File: config.mk
export PLATFORM = sky130hd
export DESIGN_NAME = inst_mem_loader_flat
export DESIGN_NICKNAME = d
export VERILOG_FILES = /design/src/rtl/inst_mem_loader_pkg.sv /design/src/rtl/inst_mem_loader_if.sv /design/src/rtl/inst_mem_loader_word_asm.sv /design/src/rtl/inst_mem_loader.sv /design/src/flat_wrapper.sv
export SDC_FILE = /design/constraint.sdc
export NUM_CORES = 1
export LEC_CHECK = 0
export ABC_AREA = 1
export CAP_MARGIN = 10
export CORE_MARGIN = 10
export CORE_UTILIZATION = 45
export CTS_BUF_LIST = sky130_fd_sc_hd__clkbuf_4 sky130_fd_sc_hd__clkbuf_8 sky130_fd_sc_hd__clkbuf_16
export CTS_CLUSTER_SIZE = 40
export DETAILED_ROUTE_END_ITERATION = 6
export GPL_ROUTABILITY_DRIVEN = 0
export PLACE_DENSITY = 0.68
export RECOVER_POWER = 50
export SYNTH_ARGS = -nofsm -noshare
export SYNTH_HDL_FRONTEND = slang
export SYNTH_SLANG_ARGS = --single-unit
File: constraint.sdc
create_clock -name sysCLK -period 2.1 [get_ports sysCLK]
set_input_delay 0.42 -clock sysCLK [delete_from_list [all_inputs] [get_ports sysCLK]]
set_output_delay 0.42 -clock sysCLK [all_outputs]
set_load 0.02 [all_outputs]
File: src/rtl/inst_mem_loader_pkg.sv
// Shared definitions for the instruction-memory loader: FSM encodings, header width
// and the helper that says which states take bytes from the host stream.
package inst_mem_loader_pkg;

  localparam int HDR_W      = 16;
  localparam int BYTE_W_DEF = 8;

  localparam logic [2:0] S_IDLE   = 3'd0;
  localparam logic [2:0] S_LEN_LO = 3'd1;
  localparam logic [2:0] S_LEN_HI = 3'd2;
  localparam logic [2:0] S_DATA   = 3'd3;
  localparam logic [2:0] S_WRITE  = 3'd4;
  localparam logic [2:0] S_CSUM   = 3'd5;
  localparam logic [2:0] S_DONE   = 3'd6;

  function automatic logic accepts_bytes(input logic [2:0] s);
    return (s == S_LEN_LO) || (s == S_LEN_HI) || (s == S_DATA) || (s == S_CSUM);
  endfunction

endpackage

File: src/rtl/inst_mem_loader_if.sv
// Byte stream from the host link plus the instruction-RAM write port, as seen by the loader
// (master) and by the surrounding system (slave).
interface inst_mem_loader_if
  import inst_mem_loader_pkg::*;
#(
  parameter int instructionW = 32,
  parameter int addrW        = 16,
  parameter int BYTE_W       = BYTE_W_DEF
);
  logic [BYTE_W-1:0]       byteIn;
  logic                    byteValid;
  logic                    byteReady;
  logic                    memWEn;
  logic [addrW-1:0]        memAddr;
  logic [instructionW-1:0] memData;

  modport master (
    input  byteIn, byteValid,
    output byteReady, memWEn, memAddr, memData
  );

  modport slave (
    output byteIn, byteValid,
    input  byteReady, memWEn, memAddr, memData
  );
endinterface

File: src/rtl/inst_mem_loader_word_asm.sv
// Packs four stream bytes LSB-first into one word; word_o already contains the byte
// being accepted so the caller can latch a complete word on the last-byte strobe.
module loader_word_asm
  import inst_mem_loader_pkg::*;
#(
  parameter int BYTE_W = BYTE_W_DEF
) (
  input  logic                  clk,
  input  logic                  rst_n,
  input  logic                  clr_i,
  input  logic                  vld_i,
  input  logic [BYTE_W-1:0]     byte_i,
  output logic [4*BYTE_W-1:0]   word_o,
  output logic                  last_o
);
  logic [1:0]          idx_q, idx_d;
  logic [4*BYTE_W-1:0] word_q, word_d;

  always_comb begin
    idx_d  = idx_q;
    word_d = word_q;
    if (clr_i) begin
      idx_d  = '0;
      word_d = '0;
    end else if (vld_i) begin
      word_d[int'(idx_q) * BYTE_W +: BYTE_W] = byte_i;
      idx_d = idx_q + 2'd1;
    end
  end

  assign word_o = word_d;
  assign last_o = vld_i & ~clr_i & (idx_q == 2'd3);

  always_ff @(posedge clk or negedge rst_n) begin
    if (!rst_n) begin
      idx_q  <= '0;
      word_q <= '0;
    end else begin
      idx_q  <= idx_d;
      word_q <= word_d;
    end
  end
endmodule

File: src/rtl/inst_mem_loader.sv
// Loads an instruction image from a host byte stream into instruction RAM while holding
// the CPU in reset; verifies an XOR checksum and pulses done when finished.
module inst_mem_loader
  import inst_mem_loader_pkg::*;
#(
  parameter int instructionW = 32,
  parameter int addrW        = 16,
  parameter int BYTE_W       = BYTE_W_DEF
) (
  input  logic               sysCLK,
  input  logic               resetN,
  input  logic               startLoad,
  input  logic [addrW-1:0]   loadBase,
  inst_mem_loader_if.master  bus,
  output logic               cpuResetN,
  output logic               busy,
  output logic               done,
  output logic               csumErr
);
  logic [2:0]              state_q, state_d;
  logic [HDR_W-1:0]        cnt_q, cnt_d;
  logic [addrW-1:0]        addr_q, addr_d;
  logic [instructionW-1:0] data_q, data_d;
  logic [BYTE_W-1:0]       xor_q, xor_d;
  logic                    err_q, err_d;
  logic                    rdy_q, we_q, cpurst_q, busy_q, done_q;

  logic                    xfer, start_acc, data_xfer, last;
  logic [4*BYTE_W-1:0]     word;

  assign xfer      = bus.byteValid & rdy_q;
  assign start_acc = startLoad & (state_q == S_IDLE);
  assign data_xfer = xfer & (state_q == S_DATA);

  loader_word_asm #(.BYTE_W(BYTE_W)) u_asm (
    .clk    (sysCLK),
    .rst_n  (resetN),
    .clr_i  (start_acc),
    .vld_i  (data_xfer),
    .byte_i (bus.byteIn),
    .word_o (word),
    .last_o (last)
  );

  always_comb begin
    state_d = state_q;
    cnt_d   = cnt_q;
    addr_d  = addr_q;
    data_d  = data_q;
    xor_d   = xor_q;
    err_d   = err_q;
    case (state_q)
      S_IDLE: if (start_acc) begin
        state_d = S_LEN_LO;
        addr_d  = loadBase;
        xor_d   = '0;
        err_d   = 1'b0;
      end
      S_LEN_LO: if (xfer) begin
        cnt_d   = HDR_W'(bus.byteIn);
        state_d = S_LEN_HI;
      end
      S_LEN_HI: if (xfer) begin
        cnt_d   = HDR_W'({bus.byteIn, cnt_q[BYTE_W-1:0]});
        state_d = (cnt_d == '0) ? S_CSUM : S_DATA;
      end
      S_DATA: if (xfer) begin
        xor_d = xor_q ^ bus.byteIn;
        if (last) begin
          data_d  = word;
          state_d = S_WRITE;
        end
      end
      // Address and word count advance as the write retires; the RAM sees the old address.
      S_WRITE: begin
        addr_d  = addr_q + addrW'(1);
        cnt_d   = cnt_q - HDR_W'(1);
        state_d = (cnt_q == HDR_W'(1)) ? S_CSUM : S_DATA;
      end
      S_CSUM: if (xfer) begin
        err_d   = (bus.byteIn != xor_q);
        state_d = S_DONE;
      end
      S_DONE:  state_d = S_IDLE;
      default: state_d = S_IDLE;
    endcase
  end

  // Outputs are registered from the next state so they line up with the state they describe.
  always_ff @(posedge sysCLK or negedge resetN) begin
    if (!resetN) begin
      state_q  <= S_IDLE;
      cnt_q    <= '0;
      addr_q   <= '0;
      data_q   <= '0;
      xor_q    <= '0;
      err_q    <= 1'b0;
      rdy_q    <= 1'b0;
      we_q     <= 1'b0;
      cpurst_q <= 1'b1;
      busy_q   <= 1'b0;
      done_q   <= 1'b0;
    end else begin
      state_q  <= state_d;
      cnt_q    <= cnt_d;
      addr_q   <= addr_d;
      data_q   <= data_d;
      xor_q    <= xor_d;
      err_q    <= err_d;
      rdy_q    <= accepts_bytes(state_d);
      we_q     <= (state_d == S_WRITE);
      cpurst_q <= (state_d == S_IDLE);
      busy_q   <= (state_d != S_IDLE);
      done_q   <= (state_d == S_DONE);
    end
  end

  assign bus.byteReady = rdy_q;
  assign bus.memWEn    = we_q;
  assign bus.memAddr   = addr_q;
  assign bus.memData   = data_q;
  assign cpuResetN     = cpurst_q;
  assign busy          = busy_q;
  assign done          = done_q;
  assign csumErr       = err_q;
endmodule
File: src/flat_wrapper.sv
// flat-port wrapper written by rule: the top's interface ports become plain ports
module inst_mem_loader_flat import inst_mem_loader_pkg::*;
#(
  parameter int instructionW = 32,
  parameter int addrW        = 16,
  parameter int BYTE_W       = BYTE_W_DEF
)
  (sysCLK, resetN, startLoad, loadBase, cpuResetN, busy, done, csumErr, bus_byteIn, bus_byteValid, bus_byteReady, bus_memWEn, bus_memAddr, bus_memData);
  inst_mem_loader_if #(.instructionW(instructionW), .addrW(addrW), .BYTE_W(BYTE_W)) bus_i ();
  input  logic sysCLK;
  input  logic resetN;
  input  logic startLoad;
  input  logic [addrW-1:0] loadBase;
  output logic cpuResetN;
  output logic busy;
  output logic done;
  output logic csumErr;
  input wire logic [$bits(bus_i.byteIn)-1:0] bus_byteIn;
  input wire logic [$bits(bus_i.byteValid)-1:0] bus_byteValid;
  output wire logic [$bits(bus_i.byteReady)-1:0] bus_byteReady;
  output wire logic [$bits(bus_i.memWEn)-1:0] bus_memWEn;
  output wire logic [$bits(bus_i.memAddr)-1:0] bus_memAddr;
  output wire logic [$bits(bus_i.memData)-1:0] bus_memData;
  assign bus_i.byteIn = bus_byteIn;
  assign bus_i.byteValid = bus_byteValid;
  assign bus_byteReady = bus_i.byteReady;
  assign bus_memWEn = bus_i.memWEn;
  assign bus_memAddr = bus_i.memAddr;
  assign bus_memData = bus_i.memData;
  inst_mem_loader #(.instructionW(instructionW), .addrW(addrW), .BYTE_W(BYTE_W)) u_core (.sysCLK(sysCLK), .resetN(resetN), .startLoad(startLoad), .loadBase(loadBase), .bus(bus_i), .cpuResetN(cpuResetN), .busy(busy), .done(done), .csumErr(csumErr));
endmodule
==> impl_metrics.yaml <==
run_status:
  status: "completed"
timing:
  slew_violations: 0
  fin_hold_ws_ps: 188
  hold_violations: 0
  setup_tns_ps: 0
  rsz0062_at_grt: "no"
  min_period_ps: 1900
  fmaxAchievable_mhz: 525
  period_share: 0.906
  worstMarginPinSlew_ps: 960
  finalSetupViolCount: 0
  relSlewSlack: 0.360
  skew_ps: 8.97
synth:
  yosysTopAreaCellShare: 0.469
  ys.flop_type: "dfrtp_1"
  ys_async_sr_fraction: 1.00
  yosysMostFrequentCell: "nand2_1"
  synth.distinct_cells: 39
  ys_ff_latch: 107
  yosysWarningCount: 0
  yosysTopAreaCell: "dfrtp_1"
  synth_nets: 756
  synth_area_um2: 5660
  ys_seq_area_frac: 0.473
  syn_avg_cell_area_um2: 7.87
  synth_area_leaders: "dfrtp_1, nand2_1, nor2_1, nand3_1, inv_1"
  synth_edf_count: 0
  synthTopCellsByCount: "nand2_1, dfrtp_1, nor2_1"
  syn_inst: 719
grt:
  grt_pass1_wl_um: 26200
  grtUsageTotal: 0.181
  grt_pass1_vias: 5248
  grtUsageMet1: 0.230
  grt_max_degree: 41
  grt_use_met2: 0.294
  antenna_found_initial: 0
  grt_overflow: 0
  grt-busiest-layer: "met2"
  grtUsageMet3: 0.0351
critical_path:
  path_buf_inv: 1
  startpoint_type: "flop"
  rr_worst_depth: 6
  path_depth: 1
  crit_type: "reg2out"
  endpoint_kind: "output pin"
  crit_arrival_ps: 1480
  crit_chain: "clkdlybuf4s50_1"
  rr_startpoint: "u_core.state_q[2]"
  required_ps: 1680
  cp_max_fo: 1
  critPathTopFamily: "buffers and inverters"
  crit_slowest_cell: "clkdlybuf4s50_1"
  r2r_end: "u_core.bus.memAddr[5]"
  cpPeakStageDelay_ps: 600
  reg2reg_setup_slack_ps: 280
clock_network:
  clk_latency_ps: 360
  cts.sinks: 107
  cts_tree: "built"
  cts_setup_buffers: 0
  htreeDepth: 3
  cts.path.max_buffers: 2
  cts_root_buffer: "clkbuf_16"
  cts_buffers: 9
  post_cts_resized: 0
  cts.clk_slew.worst_paths_ps: 80
  cts.hold.buffers_added: 0
placed_design:
  post-dp-hpwl_um: 11500
  io_buffers: 81
  placed_cell_area_um2: 6810
final_layout:
  area_growth_syn_to_layout_pct: 24.6
  layout.nets: 851
  drive_gt1_frac: 0.0830
  finish.instance_area_um2: 7050
  fillCellCount: 1123
  final_core_util: 0.580
  antenna_cells: 0
job:
  drv_cap: 0
power_and_ir_drop:
  vdd_drop_max_v: 0.000607
  p_per_area_nw_per_um2: 1340
  p_leak_nw: 3.48
floorplanning:
  die_w_um: 132
  start_util: 0.465
  die-area_um2: 17500
  io-pin-count: 82
  rows: 40
  die_y_um: 132
  core-area_um2: 12200
routing:
  wl_um: 15500
  via_count: 5176
  drc: 0
  drt-initial-drc-count: 554
  viasPerCell: 5.24
  ant_nets: 0
  drt-pass1-iter-count: 5
  wl_per_cell_um: 15.7
hold_path:
  hp-class: "in2async"
-- layout by cell type, fill, tap and decap left out, types with 2 or more instances in the layout --
cell type / n
nand3b_1: 4
clkdlybuf4s50_1: 80
xnor2_1: 4
clkbuf_2: 5
mux2i_1: 16
o21ai_1: 42
nor2_4: 5
nor2_1: 95
dfrtp_1: 106
nand4_1: 5
inv_1: 68
inv_6: 2
o211ai_1: 3
ha_1: 9
nor3_2: 2
a22oi_1: 3
clkbuf_16: 9
inv_2: 7
nand2_1: 178
buf_4: 21
nor3_1: 12
buf_12: 2
xor2_1: 5
inv_8: 2
a21oi_1: 14
o21ai_0: 39
nand3_1: 57
o22ai_1: 6
-- per-stage QoR --
stage          instances  total power (W)  worst slack (ps)
3_5_place_dp         971          0.00772              48.2
4_1_cts              987          0.00955               183
5_1_grt              987           0.0102              82.7
6_report             987          0.00946               196
3_3_place_gp         971          0.00758              65.7
2_1_floorplan        719          0.00598               299
-- per-layer routing --
metal | part of all wire | vias up
met5 | 0 | -
met4 | 0.020 | 0
met3 | 0.054 | 24
met2 | 0.49 | 153
met1 | 0.44 | 2493
li1 | - | 2506
-- sequential cells by signal, indices dropped and copies added, names as in the netlist --
name	cells
u_core.bus.memData	32
u_core.u_asm.word_q	24
u_core.bus.memAddr	16
u_core.cnt_q	16
u_core.xor_q	8
u_core.state_q	3
u_core.u_asm.idx_q	2
u_core.bus.byteReady	1
u_core.bus.memWEn	1
u_core.busy	1
u_core.cpuResetN	1
u_core.csumErr	1
u_core.done	1
-- power breakdown --
group	total (W)	leakage (nW)	switching, W	internal, W
Sequential	0.00340	1.35	0.000586	0.00281
Combinational	0.00427	1.98	0.00262	0.00165
Clock	0.00180	0.150	0.000849	0.000950
Total	0.00946	3.48	0.00406	0.00541
-- how the worst max path moves through the flow --
| stage | startpoint | end | slack [ps] |
|---|---|---|---|
| after global routing | resetN | u_core.bus.memAddr[8] | 80 |
| after detailed placement | bus_byteValid | u_core.cnt_q[14] | 50 |
| final | u_core.cpuResetN | cpuResetN | 200 |
| after global placement | bus_byteValid | u_core.cnt_q[14] | 70 |
| after floorplan | u_core.u_asm.idx_q[0] | u_core.bus.memData[7] | 300 |
| after CTS | u_core.cpuResetN | cpuResetN | 180 |
-- cell families (layout without fill, tap and decap cells) --
group,Yosys count,after routing,share of synthesized area
adders and majority gates,9,9,0.0199
AOI/OAI and AO/OA,112,112,0.106
xor gates and xnor gates,9,9,0.0139
DFF,107,107,0.473
and+or+nand+nor,366,366,0.286
muxes,16,16,0.0283
buffers and inverters,100,200,0.0723
-- layout make-up --
class	count	area, µm²	area share
clock buffers	9	225	0.0319
clock inverters	7	82.6	0.0117
inverters	75	282	0.0399
multi-input cells	512	2550	0.361
flip-flops and latches	107	2680	0.380
well taps	168	210	0.0298
repair buffers	109	1030	0.146
Power figures use the tool's default switching activity.
